[src/rtl/mem_port_arbiter.sv]
// mem_port_arbiter: shares one single-port memory between IF, DM and DBG, issuing one registered
// command at a time. Define TOHOST_DETECT_EN to add the sticky prog_done snoop on TOHOST_ADDR.
module mem_port_arbiter #(
  parameter int                ADDR_W      = 32,
  parameter int                MEM_LAT     = 1,
  parameter int                STARVE_MAX  = 4,
  parameter logic [ADDR_W-1:0] TOHOST_ADDR = ADDR_W'(32'h00005000)
) (
  input  logic              clk,
  input  logic              rst_n,
  input  logic              if_req,
  input  logic [ADDR_W-1:0] if_addr,
  output logic              if_ack,
  output logic [31:0]       if_rdata,
  input  logic              dm_req,
  input  logic              dm_we,
  input  logic [3:0]        dm_wstrb,
  input  logic [ADDR_W-1:0] dm_addr,
  input  logic [31:0]       dm_wdata,
  output logic              dm_ack,
  output logic [31:0]       dm_rdata,
  input  logic              dbg_req,
  input  logic              dbg_we,
  input  logic [3:0]        dbg_wstrb,
  input  logic [ADDR_W-1:0] dbg_addr,
  input  logic [31:0]       dbg_wdata,
  output logic              dbg_ack,
  output logic [31:0]       dbg_rdata,
  output logic              mem_en,
  output logic [3:0]        mem_wstrb,
  output logic [ADDR_W-1:0] mem_addr,
  output logic [31:0]       mem_wdata,
  input  logic [31:0]       mem_rdata,
`ifdef TOHOST_DETECT_EN
  output logic              prog_done,
`endif
  output logic              busy
);

  localparam int LAT_W = $clog2(MEM_LAT + 1);
  localparam int STV_W = $clog2(STARVE_MAX + 1);

  typedef enum logic [1:0] {IDLE, CMD, WAIT} state_t;
  typedef enum logic [1:0] {SRC_IF, SRC_DM, SRC_DBG} src_t;

  state_t             state, next_state;
  src_t               win, pick;
  logic               pick_valid, pick_we, cmd_we;
  logic [3:0]         pick_wstrb, cmd_wstrb;
  logic [ADDR_W-1:0]  pick_addr, cmd_addr;
  logic [31:0]        pick_wdata, cmd_wdata;
  logic [LAT_W-1:0]   lat_cnt;
  logic [STV_W-1:0]   starve_cnt;
  logic               starve_full, lat_done, wr_done, rd_done;
  logic [31:0]        if_rdata_q, dm_rdata_q, dbg_rdata_q;

  assign starve_full = (starve_cnt == STV_W'(STARVE_MAX));
  assign lat_done    = (lat_cnt == LAT_W'(MEM_LAT));

  always_ff @(posedge clk) begin
    if (!rst_n) state <= IDLE;
    else        state <= next_state;
  end

  // Arbitration: DBG, then a starved IF, then DM, then IF. Reads never carry byte enables.
  always_comb begin
    next_state = state;
    pick_valid = 1'b0;
    pick       = SRC_IF;
    pick_we    = 1'b0;
    pick_wstrb = '0;
    pick_addr  = if_addr;
    pick_wdata = '0;
    if (dbg_req) begin
      pick_valid = 1'b1;
      pick       = SRC_DBG;
      pick_we    = dbg_we;
      pick_wstrb = dbg_we ? dbg_wstrb : 4'b0000;
      pick_addr  = dbg_addr;
      pick_wdata = dbg_wdata;
    end else if (if_req && starve_full) begin
      pick_valid = 1'b1;
      pick       = SRC_IF;
    end else if (dm_req) begin
      pick_valid = 1'b1;
      pick       = SRC_DM;
      pick_we    = dm_we;
      pick_wstrb = dm_we ? dm_wstrb : 4'b0000;
      pick_addr  = dm_addr;
      pick_wdata = dm_wdata;
    end else if (if_req) begin
      pick_valid = 1'b1;
      pick       = SRC_IF;
    end

    unique case (state)
      IDLE:    if (pick_valid) next_state = CMD;
      CMD:     next_state = cmd_we ? IDLE : WAIT;
      WAIT:    if (lat_done) next_state = IDLE;
      default: next_state = IDLE;
    endcase
  end

  always_ff @(posedge clk) begin
    if (!rst_n) begin
      win         <= SRC_IF;
      cmd_we      <= 1'b0;
      cmd_wstrb   <= '0;
      cmd_addr    <= '0;
      cmd_wdata   <= '0;
      lat_cnt     <= '0;
      starve_cnt  <= '0;
      if_rdata_q  <= '0;
      dm_rdata_q  <= '0;
      dbg_rdata_q <= '0;
    end else begin
      if (state == IDLE) begin
        if (pick_valid) begin
          win       <= pick;
          cmd_we    <= pick_we;
          cmd_wstrb <= pick_wstrb;
          cmd_addr  <= pick_addr;
          cmd_wdata <= pick_wdata;
        end
        if (if_req) begin
          if (pick_valid && pick == SRC_IF) starve_cnt <= '0;
          else if (!starve_full)            starve_cnt <= starve_cnt + STV_W'(1);
        end
      end

      if (state == CMD)
        lat_cnt <= LAT_W'(1);
      else if (state == WAIT && !lat_done)
        lat_cnt <= lat_cnt + LAT_W'(1);

      if (rd_done && win == SRC_IF)  if_rdata_q  <= mem_rdata;
      if (rd_done && win == SRC_DM)  dm_rdata_q  <= mem_rdata;
      if (rd_done && win == SRC_DBG) dbg_rdata_q <= mem_rdata;
    end
  end

  // Acks are gated by rst_n so a read caught by reset in WAIT never completes.
  assign wr_done = rst_n && (state == CMD) && cmd_we;
  assign rd_done = rst_n && (state == WAIT) && lat_done;

  assign if_ack  = (wr_done || rd_done) && (win == SRC_IF);
  assign dm_ack  = (wr_done || rd_done) && (win == SRC_DM);
  assign dbg_ack = (wr_done || rd_done) && (win == SRC_DBG);

  assign if_rdata  = (rd_done && win == SRC_IF)  ? mem_rdata : if_rdata_q;
  assign dm_rdata  = (rd_done && win == SRC_DM)  ? mem_rdata : dm_rdata_q;
  assign dbg_rdata = (rd_done && win == SRC_DBG) ? mem_rdata : dbg_rdata_q;

  assign mem_en    = rst_n && (state == CMD);
  assign mem_wstrb = cmd_wstrb;
  assign mem_addr  = cmd_addr;
  assign mem_wdata = cmd_wdata;
  assign busy      = rst_n && (state != IDLE);

`ifdef TOHOST_DETECT_EN
  always_ff @(posedge clk) begin
    if (!rst_n)
      prog_done <= 1'b0;
    else if (state == CMD && cmd_we && win != SRC_IF && cmd_wstrb[0] &&
             cmd_addr == TOHOST_ADDR && cmd_wdata[7:0] == 8'h01)
      prog_done <= 1'b1;
  end
`endif

endmodule
[config.mk]
export PLATFORM = sky130hd
export DESIGN_NAME = mem_port_arbiter
export DESIGN_NICKNAME = d
export VERILOG_FILES = /design/src/rtl/mem_port_arbiter.sv
export SDC_FILE = /design/constraint.sdc
export NUM_CORES = 1
export LEC_CHECK = 0
export CORE_UTILIZATION = 39
export DETAILED_ROUTE_END_ITERATION = 7
export PLACE_DENSITY = 0.89
export SYNTH_ARGS = -nofsm -noshare
export SYNTH_HDL_FRONTEND = slang
export SYNTH_SLANG_ARGS = --single-unit
[constraint.sdc]
create_clock -name clk -period 1.6 [get_ports clk]
set_clock_uncertainty 0.15 [all_clocks]
set_input_delay 0.24 -clock clk [delete_from_list [all_inputs] [get_ports clk]]
set_output_delay 0.24 -clock clk [all_outputs]
set_load 0.1 [all_outputs]
Word level (Yosys, flattened, before mapping)

Cells that the tools add are included.

Logic and storage cells: 77
Output and inout bits: 169
Register bits: 173

Muxes and demuxes: 32
Equality and inequality tests: 8
$add $sub $neg: 2
Reduce and logical (&&, ||, !) cells: 24

Operators by type and width:

| cell                                                                     | count |
|---|---|
| 32-bit 2-to-1 mux                                                        | 9 |
| 4-bit 2-to-1 mux                                                         | 5 |
| 1-bit logical AND                                                        | 14 |
| 1-bit 2-to-1 mux                                                         | 11 |
| 2-bit 2-to-1 mux                                                         | 4 |
| 2-bit logical NOT                                                        | 3 |
| 3-bit 2-to-1 mux                                                         | 2 |
| 2-bit case mux with 3 select lines                                       | 1 |
| 2-bit by 1-bit == test with 1-bit output (second input constant)         | 2 |
| 2-bit == test (second input constant)                                    | 2 |
| 2-bit inequality test (second input constant)                            | 2 |
| 2-bit AND reduction                                                      | 2 |
| 2-bit nonzero test                                                       | 2 |
| 3-bit by 1-bit adder with 3-bit output (second input constant)           | 1 |
| 3-bit == test (second input constant)                                    | 1 |
| 3-bit AND reduction                                                      | 1 |
| 2-bit by 1-bit inequality test with 1-bit output (second input constant) | 1 |
| 1-bit adder (second input constant)                                      | 1 |
| 1-bit logical NOT                                                        | 1 |
| 1-bit logical OR                                                         | 1 |

Depth between registers and ports, before layout

Gate-level depths: netlist (run 1).

Depth after elaboration: 8
Gate-level depth with buffers: 7
Gate-level depth less buffers: 5

Worst setup path before layout (run 1)

OpenSTA, ideal clock, no wires.

Kind: reg-to-output
Start: reg win[1]
End: out dm_rdata[0]
Arrival time: 3.270 ns
Stages on the path, launching flop included: 7
Required time: 1.210 ns
Slack: -2.060 ns
Path buffers: 3
Path through: dfxtp_1 > and4b_1 > buf_2 > and2_1 > buf_2 > buf_4 > o21ai_0

Longest elaborated chain between the ends: 3

RTL lines:

| element                                  | RTL line | RTL |
|---|---|---|
| start, declared                          | 47       | `src_t win, pick;` |
| start signal, assigned                   | 119      | `win <= pick;` |
| 2-bit by 1-bit == test with 1-bit output | 151      | `assign dm_rdata = (rd_done && win == SRC_DM) ? mem_rdata : dm_rdata_q;` |
| 1-bit logical AND                        | 151      |  |
| 32-bit 2-to-1 mux                        | -        |  |
| end, declared                            | 21       | `output logic [31:0] dm_rdata,` |

No other way between the ends.

Worst setup path in the final report (run 1)

Start: reg win[1]
End: out if_rdata[6]

Longest elaborated chain between the ends: 3

RTL lines:

| element           | RTL line | RTL |
|---|---|---|
| 2-bit logical NOT | 150      | `assign if_rdata = (rd_done && win == SRC_IF) ? mem_rdata : if_rdata_q;` |
| 1-bit logical AND | 150      |  |
| 32-bit 2-to-1 mux | -        |  |
| end, declared     | 14       | `output logic [31:0] if_rdata,` |

No other way between the ends.

==> flow_summary.toml, run 1 <==
[outcome]
status = "complete, but fails checks"
violations = "negative setup slack"

[worst_setup_path]
cp-end-kind = "primary output"
worstPathArrival_ns = 2.52
critPathMaxFanout = 8
startpoint_type = "flip-flop"
criticalPathCategory = "flip-flop to primary output"
cp_data_required_time_ns = 1.21

[clock_tree]
clock_latency_ns = 0.45
cts_buffers = 17
htree_num_levels = 4
cts_sinks = 173
cts_tree = "yes"
clockRootBuffer = "clkbuf_16"
clkTransAtPathRegs_ns = 0.08
cts_buffer_depth = 2

[route]
drt_iter0_drc = 1468
detail-route-antenna-nets = 0
wl_per_cell_um = 32.7
num_vias = 12600
wl_um = 60800
drc = 0
avgViaCountPerCell = 6.76
firstDrtPassIters = 5

[sta]
setup_violations = 272
rsz0062_at_grt = "yes"
worst_pin_slew_ns = 0.782
relSlewSlack_pct = 46.4
fin_ws_ns = -1.31
slew_violations = 0
post-route-period-util_pct = 182
finalHoldViolations = 0
timing.hold.ws_ns = 0.176
period_needed_ns = 2.91
max_freq_mhz = 344

[global_routing]
grt_pass1_vias = 11800
grt_pass1_wl_um = 67800
grt.overflow.total = 0
antenna_found_initial = 2
grt_max_degree = 71
grt_usage_pct = 39.8

[cells_and_area]
area_delta_synth_final_pct = 126
layout-drive-gt1-share_pct = 44.9
fillers = 724
fin_nets = 1772

[floorplan]
start_util_pct = 39.6
die_w_um = 151
die_h_um = 151
coreArea_um2 = 21800
dieArea_um2 = 22700
core.rowCount = 54
ios = 376

[run]
drv_cap = 0

[worst_hold_path]
min_path_type = "input port to flip-flop"

[logic_synthesis]
syn_nets = 1316
ys_ff_latch = 173
synth_enable_flop_cells = 0
synthArstFlopShare_pct = 0
ys_seq_area_share_pct = 40.2
syn_inst = 1107
yosys_most_used_dff = "dfxtp_1"
synth_warnings = 0
synth_cell_types = 46
syn-cell-area_um2 = 8620
syn_area_per_cell_um2 = 7.78

[pwr]
p_total_mw = 15.9
power.leakage_nw = 7.57
power_per_cell_area_nw_per_um2 = 814
ir_worst_vdd_v = 0.000811

[placement]
hpwl_um = 28400
port_buffers = 375
gp_congestion = 0.921
state kept, by name, indices dropped and copies added, names as in the netlist:
register	flops
win	2
mem_wstrb	4
starve_cnt	3
dm_rdata_q	32
cmd_we	1
mem_wdata	32
state	2
if_rdata_q	32
dbg_rdata_q	32
mem_addr	32
lat_cnt	1
stage by stage:
| stage | utilization [%] | setup slack, ns | setup TNS, ns | instances | area (um2) |
|---|---|---|---|---|---|
| 2_1_floorplan | - | -0.482 | -40.18 | 1107 | 10200 |
| 3_3_place_gp | 75.7 | -0.446 | -66.26 | 1763 | 16500 |
| 3_5_place_dp | 75.7 | -0.503 | -75.61 | 1763 | 16500 |
| 4_1_cts | 84.2 | -0.724 | -96.73 | 1832 | 18300 |
| 5_1_grt | 89.6 | -1.28 | -150.05 | 1856 | 19500 |
| 6_report | 89.6 | -1.31 | -145.72 | 1858 | 19500 |
layer usage:
layer  track usage, %  routed length [um]
met1             39.4               18700
met2             69.9               27100
met3             10.9                8640
met4             32.1                6210
met5                0                  99
repair_timing:
| action | in CTS | in global routing |
|---|---|---|
| hold buffers | 0 | 0 |
| setup buffers | 22 | 24 |
| gates resized for setup | 136 | 181 |
| setup endpoints to repair | 234 | 261 |
| pin swaps | 53 | 41 |
| gates cloned | 15 | 8 |
final timing paths:
check,start,slack (ns),cells past startpoint,end
setup / recovery,win[1],-1.31,6,if_rdata[6]
hold / removal,rst_n,0.18,4,mem_wdata[4]
setup reg to reg,win[1],-0.70,6,if_rdata_q[12]
hold reg to reg,if_rdata_q[0],0.36,2,if_rdata_q[0]
layout by cell type (no fill, tap or decap), types with 20 or more instances in the layout:
cell type / count
nand2_4: 20
dfxtp_1: 168
a21oi_1: 27
a211oi_1: 33
buf_4: 84
nand3_4: 22
inv_1: 95
buf_12: 198
a21o_1: 32
and3_1: 31
o31ai_4: 20
nand3_2: 73
nand2_1: 107
nand3_1: 36
o311a_1: 32
clkbuf_16: 24
clkdlybuf4s50_1: 204
o21ai_4: 88
buf_6: 41
o211ai_1: 64
o31ai_2: 25
final cells by class:
cell class                      count  area (um2)  area share (%)
Sequential cell                   173        3470            17.8
Clock buffer                       17         425            2.18
Antenna cell                        2        5.00          0.0257
Inverter                           97         369            1.89
Clock inverter                     15         199            1.02
Multi-Input combinational cell    718        6930            35.5
Timing Repair Buffer              556        7740            39.7
Tap cell                          280         350            1.80
cell families after synthesis:
kind of cell             after synthesis  synth area share [%]
multiplexers                           6                 0.741
flip-flops                           173                  40.2
AND/OR/NAND/NOR                      338                  18.7
buffers and inverters                216                  10.6
adder cells (fa/ha/maj)                2                 0.290
AO/OA/AOI/OAI                        372                  29.5
report_power, final:
part / internal (mW) / switching (mW) / total, mW
combinational: 2.60 / 3.82 / 6.42
clock: 2.26 / 2.31 / 4.57
sequential: 4.57 / 0.305 / 4.88
synth_stat cells (2+ instances only):
cell type	count	area (um2)
a21o_1	32	240
mux2_2	3	33.8
a211oi_1	33	248
dfxtp_1	173	3460
o211ai_1	64	480
buf_2	32	160
ha_1	2	25.0
o311a_1	32	320
buf_6	7	78.8
nand2_1	141	529
inv_1	96	360
nand3_1	130	651
nor3b_1	4	30.0
and3_1	33	206
o21ai_0	75	375
o21ai_1	21	105
and2_1	3	18.8
o31ai_1	61	458
buf_4	2	15.0
nor2b_1	3	18.8
nor2_1	7	26.3
and3b_1	2	17.5
nand4_1	5	31.3
buf_1	2	7.51
clkbuf_1	76	285
o22ai_1	2	12.5
a21oi_1	41	205
a311oi_1	5	43.8
mux2i_1	3	30.0
critical path, stage by stage, from the launching register on:
cell and delay, ns:
dfxtp_4 0.37, and4b_2 0.34, buf_12 0.15, buf_4 0.19
nand3_1 0.43, o21ai_4 0.35, buf_12 0.23
No activity file was read; power rests on OpenSTA's default activity.
==> run 2: changes to the inputs <==
--- a/config.mk
+++ b/config.mk
@@ -5,7 +5,8 @@
 export SDC_FILE = /design/constraint.sdc
 export NUM_CORES = 1
 export LEC_CHECK = 0
-export CORE_UTILIZATION = 39
+export ABC_AREA = 1
+export CORE_UTILIZATION = 40
 export DETAILED_ROUTE_END_ITERATION = 7
 export PLACE_DENSITY = 0.89
 export SYNTH_ARGS = -nofsm -noshare
==> flow_summary.toml, run 2 <==
[outcome]
status = "complete, but fails checks"
violations = "negative setup slack"

[floorplan]
start_util_pct = 40.6
die_w_um = 153
die_h_um = 153
core.rowCount = 55
ios = 376
coreArea_um2 = 22600
dieArea_um2 = 23500

[route]
firstDrtPassIters = 8
detail-route-antenna-nets = 0
wl_um = 37300
drt_iter0_drc = 826
avgViaCountPerCell = 5.10
num_vias = 11500
drc = 0
wl_per_cell_um = 16.5

[placement]
place_inst = 2202
hpwl_um = 25400
gp_congestion = 0.894
port_buffers = 375
dp_slack_ns = -0.779

[logic_synthesis]
ys_seq_area_share_pct = 37.8
synthSimpleGateAreaFrac_pct = 38.4
syn_inst = 1561
yosysTopAreaCellShare_pct = 37.8
synth_top_family_by_area = "simple AND/OR/NAND/NOR gates"
synth_common_cells = "nand2_1 (447), inv_1 (369), nand3_1 (203), dfxtp_1 (173), nor2_1 (151)"
syn-cell-area_um2 = 9170
synthXorXnorAreaFrac_pct = 0
synth_mux_area_share_pct = 0
syn_nets = 1770
yosys_most_used_dff = "dfxtp_1"
syn_area_per_cell_um2 = 5.87
synth_compound_gate_area_share_pct = 4.16
yosysMostFrequentCell = "nand2_1"
synth_warnings = 0
synthArstFlopShare_pct = 0
synth_cell_types = 17
synth_top_cell_by_area = "dfxtp_1"
ys_ff_latch = 173
ys_top_cells_by_area = "dfxtp_1 (38%), nand2_1 (18%), inv_1 (15%), nand3_1 (11%), nor2_1 (6.2%)"
synth_enable_flop_cells = 0
synth_fa_ha_area_share_pct = 0.273

[global_routing]
grt_pass1_wl_um = 55000
grt_pass1_vias = 11200
grt_usage_pct = 29.2
grt_max_degree = 70
antenna_found_initial = 1
grt.overflow.total = 0

[sta]
post-route-period-util_pct = 151
finalHoldViolations = 0
slew_violations = 0
max_freq_mhz = 415
setup_violations = 207
timing.hold.ws_ns = 0.174
finalSetupTns_ns = -78.43
fin_ws_ns = -0.809
worst_pin_slew_ns = 0.330
relSlewSlack_pct = 77.9
period_needed_ns = 2.41
rsz0062_at_grt = "yes"

[worst_setup_path]
cp_data_required_time_ns = 1.21
startpoint_type = "flip-flop"
rrSetupSlack_ns = -0.20
cp-end-kind = "primary output"
criticalPathCategory = "flip-flop to primary output"
critPathMaxFanout = 12
worstPathArrival_ns = 2.02

[clock_tree]
clock_latency_ns = 0.42
htree_num_levels = 4
cts_tree = "yes"
cts_sinks = 173
clockRootBuffer = "clkbuf_16"
clkTransAtPathRegs_ns = 0.07
cts_buffer_depth = 2
cts_buffers = 17
cts_hold_buf = 0

[cells_and_area]
finish.utilization_pct = 77.1
fin_nets = 2173
final_cell_mix = "nand2_1 (341), inv_1 (268), clkdlybuf4s50_1 (204), buf_12 (191), nand3_1 (177)"
area_delta_synth_final_pct = 89.7
layout-drive-gt1-share_pct = 28.4
layout_commonest_cell = "nand2_1"
final-instance-count-excl-fill = 2263

[pwr]
ir_worst_vdd_v = 0.000756
power.leakage_nw = 7.85
power_per_cell_area_nw_per_um2 = 859

[run]
drv_cap = 0

[worst_hold_path]
min_path_type = "input port to flip-flop"
==> run 2: cell types whose count changed after synthesis, moves of 26 or more <==
cell      previous run  this run
nand2_1            141       447
inv_1               96       369
nor2_1               7       151
nand3_1            130       203
o21ai_0             75         6
o211ai_1            64         0
o31ai_1             61         1
a211oi_1            33         0
and3_1              33         0
a21o_1              32         0
o311a_1             32         0
nand4_1              5        33
a21oi_1             41        67
==> run 2: report_power, final <==
part / total (mW) / internal, mW / switching (mW)
registers: 4.85 / 4.58 / 0.266
clock network: 4.17 / 2.22 / 1.95
logic: 5.92 / 2.30 / 3.62
==> run 2: metrics by stage <==
stage	cell area (um2)	power [mW]
6_report	17400	14.9
5_1_grt	17400	15.5
4_1_cts	16900	14.8
3_5_place_dp	16000	10.6
3_3_place_gp	16000	10.5
2_1_floorplan	9790	8.07
==> run 2: kinds of logic after synthesis <==
group           Yosys count
compound gates           75
fa+ha+maj                 2
buf+inv                 468
flops                   173
simple gates            843
==> run 2: worst paths after layout <==
check | cells after the start | to | start
worst max-delay path | 9 | dm_rdata[27] | state[1]
worst min-delay path | 4 | win[1] | dbg_req
worst max register to register | 11 | mem_addr[15] | state[0]
worst min register to register | 2 | mem_wdata[18] | mem_wdata[18]
==> run 2: critical path, cell delays in order, from the launching register on <==
cell and delay, ns:
dfxtp_4 0.36, inv_4 0.04, nor3_4 0.18, buf_12 0.19, buf_12 0.13, buf_16 0.14, nand3_1 0.12, nand2_2 0.13
clkinvlp_4 0.11, buf_12 0.17
==> run 2: layout make-up <==
type | instances | area (um2)
clock buffer | 19 | 433
fill | 1398 | 5180
clock inverter | 13 | 150
tap | 285 | 357
sequential | 173 | 3470
timing repair buffer | 482 | 6750
inverter | 370 | 1760
antenna | 1 | 2.50
multi-input combinational | 920 | 4460
==> run 2: routing by layer <==
metal / track usage (%) / vias to the layer above / wire [um]
li1: - / 5424 / -
met1: 31.5 / 5274 / 13200
met2: 54.0 / 686 / 19300
met3: 4.62 / 164 / 2700
met4: 17.0 / 0 / 2170
met5: 0 / - / 0
==> run 2: repair_timing <==
action | 4_1_cts | 5_1_grt
pin swaps | 11 | 17
setup endpoints to repair | 184 | 219
resized for setup | 60 | 72
gates cloned | 2 | 7
setup buffers | 7 | 12
==> variant: new RTL, flow settings as in run 1 <==
Put a register stage on the output `dbg_rdata`, with the module's reset. The value now appears one clock later. The other outputs are not delayed to match.
--- a/src/rtl/mem_port_arbiter.sv
+++ b/src/rtl/mem_port_arbiter.sv
@@ -149,7 +149,13 @@
 
   assign if_rdata  = (rd_done && win == SRC_IF)  ? mem_rdata : if_rdata_q;
   assign dm_rdata  = (rd_done && win == SRC_DM)  ? mem_rdata : dm_rdata_q;
-  assign dbg_rdata = (rd_done && win == SRC_DBG) ? mem_rdata : dbg_rdata_q;
+  always_ff @(posedge clk) begin
+    if (!rst_n) begin
+      dbg_rdata <= '0;
+    end else begin
+      dbg_rdata <= (rd_done && win == SRC_DBG) ? mem_rdata : dbg_rdata_q;
+    end
+  end
 
   assign mem_en    = rst_n && (state == CMD);
   assign mem_wstrb = cmd_wstrb;
Check against the original RTL: not equivalent (Yosys sat finds a counterexample within 4 cycles, from zero or initial values and one cycle with rst_n low).
==> variant against run 1 <==
- the run still ends with negative setup slack left
- hold slack gained 0.063 ns
- setup slack gained 0.42 ns
- die area increased by 0.77%
- power decreased by 6.3%
- register-to-register slack improved by 0.30 ns
- maximum frequency up 17%
- sequential cell count unchanged
- area after synthesis grew 0.77%
- design area down 14%
- routed wire length is 38% lower
- combinational power fell by 10%
- sequential share of layout area rose by 2.8 points
- critical endpoint is now if_rdata[19]
==> variant: results (changes against run 1) <==
{| class="wikitable"
! Metric !! Value
|-
| Worst Slack Setup Final || -0.892 ns (+0.418 ns)
|-
| Antenna fix cells || 0 (-2)
|-
| Final HPWL from detailed placement || 23300 um (-18%)
|-
| Total number of nets in the final design || 1622 (-8.5%)
|-
| Biggest cell delay along the critical path || 0.35 ns (-0.08 ns)
|-
| Setup slack after placement || -0.444 ns (+0.0585 ns)
|-
| Clock network power consumption || 4250 uW (-7.0%)
|-
| Area contributors post-synth || sky130_fd_sc_hd__dfxtp_1, sky130_fd_sc_hd__mux2i_1, sky130_fd_sc_hd__nand2_1
|-
| Global-route wire length before repair || 53800 um (-21%)
|-
| Path depth of the worst reg2reg path || 9 (+3)
|-
| Post-Synthesis Mean Instance Area || 8.81 sq um (+13%)
|-
| Worst-case register-to-register setup slack || -0.40 ns (+0.30 ns)
|-
| Wire length on met1 || 13500 um (-28%)
|-
| Fraction of area in registers || 0.206 (+0.0278)
|-
| Number of nets produced by synthesis || 1194 (-9.3%)
|-
| Violations in the final reports || negative setup slack
|-
| WHS Path Cells || 3 (-1)
|-
| Met3 wire length || 2900 um (-66%)
|-
| Total length of routed wires || 37500 um (-38%)
|-
| Post-synth top cells || sky130_fd_sc_hd__nand2_1, sky130_fd_sc_hd__dfxtp_1, sky130_fd_sc_hd__mux2i_1, sky130_fd_sc_hd__inv_1
|-
| Distinct cell type count of the synthesized netlist || 42 (-8.7%)
|-
| Number of antenna violations at the first check in global routing || 0 (-2)
|-
| Maximum number of pins on one net before global-route repair || 164 (+130%)
|-
| Length of routed met2 wiring || 19600 um (-28%)
|-
| Final hold slack || 0.240 ns (+0.0631 ns)
|-
| Status || finished with violations
|-
| Endpoint arrival time on the critical path || 2.10 ns (-0.42 ns)
|-
| Final Setup Violations || 212 (-22%)
|-
| Sw Share || 0.372 (-0.0327)
|-
| Number of signal-net inverters in the final layout || 68 (-30%)
|-
| Later-pin clock latency in the skew report || 0.41 ns (-0.04 ns)
|-
| Critical register-to-register path startpoint || state[0]
|-
| Sequential area share after synthesis || 0.399 (-0.00307)
|}
==> variant: cell count changes in the layout (fill, tap and decap cells not counted), moves of 28 or more <==
cell,run 1,this run
sky130_fd_sc_hd__nand3_2,73,19
sky130_fd_sc_hd__nand2_1,107,196
sky130_fd_sc_hd__inv_1,95,65
sky130_fd_sc_hd__mux2_4,3,64
sky130_fd_sc_hd__buf_4,84,56
sky130_fd_sc_hd__mux2i_1,3,89
sky130_fd_sc_hd__o21ai_4,88,1
==> variant: cells by family (layout without fill, tap and decap cells) <==
group,after synthesis,after routing,synth area share
AOI/OAI and AO/OA,186,186,0.168
adders and majority gates,2,2,0.00288
buffers and inverters,165,606,0.0834
DFF,173,173,0.399
muxes,160,160,0.194
and+or+nand+nor,299,299,0.153
==> variant: metrics by stage <==
stage                      util  instance area [sq um]  total power (uW)
after floorplan               -                   9140              7760
after global placement    0.695                  15200              9830
after detailed placement  0.695                  15200              9920
after CTS                 0.766                  16700             14800
after global routing      0.772                  16900             15300
final                     0.772                  16900             14900
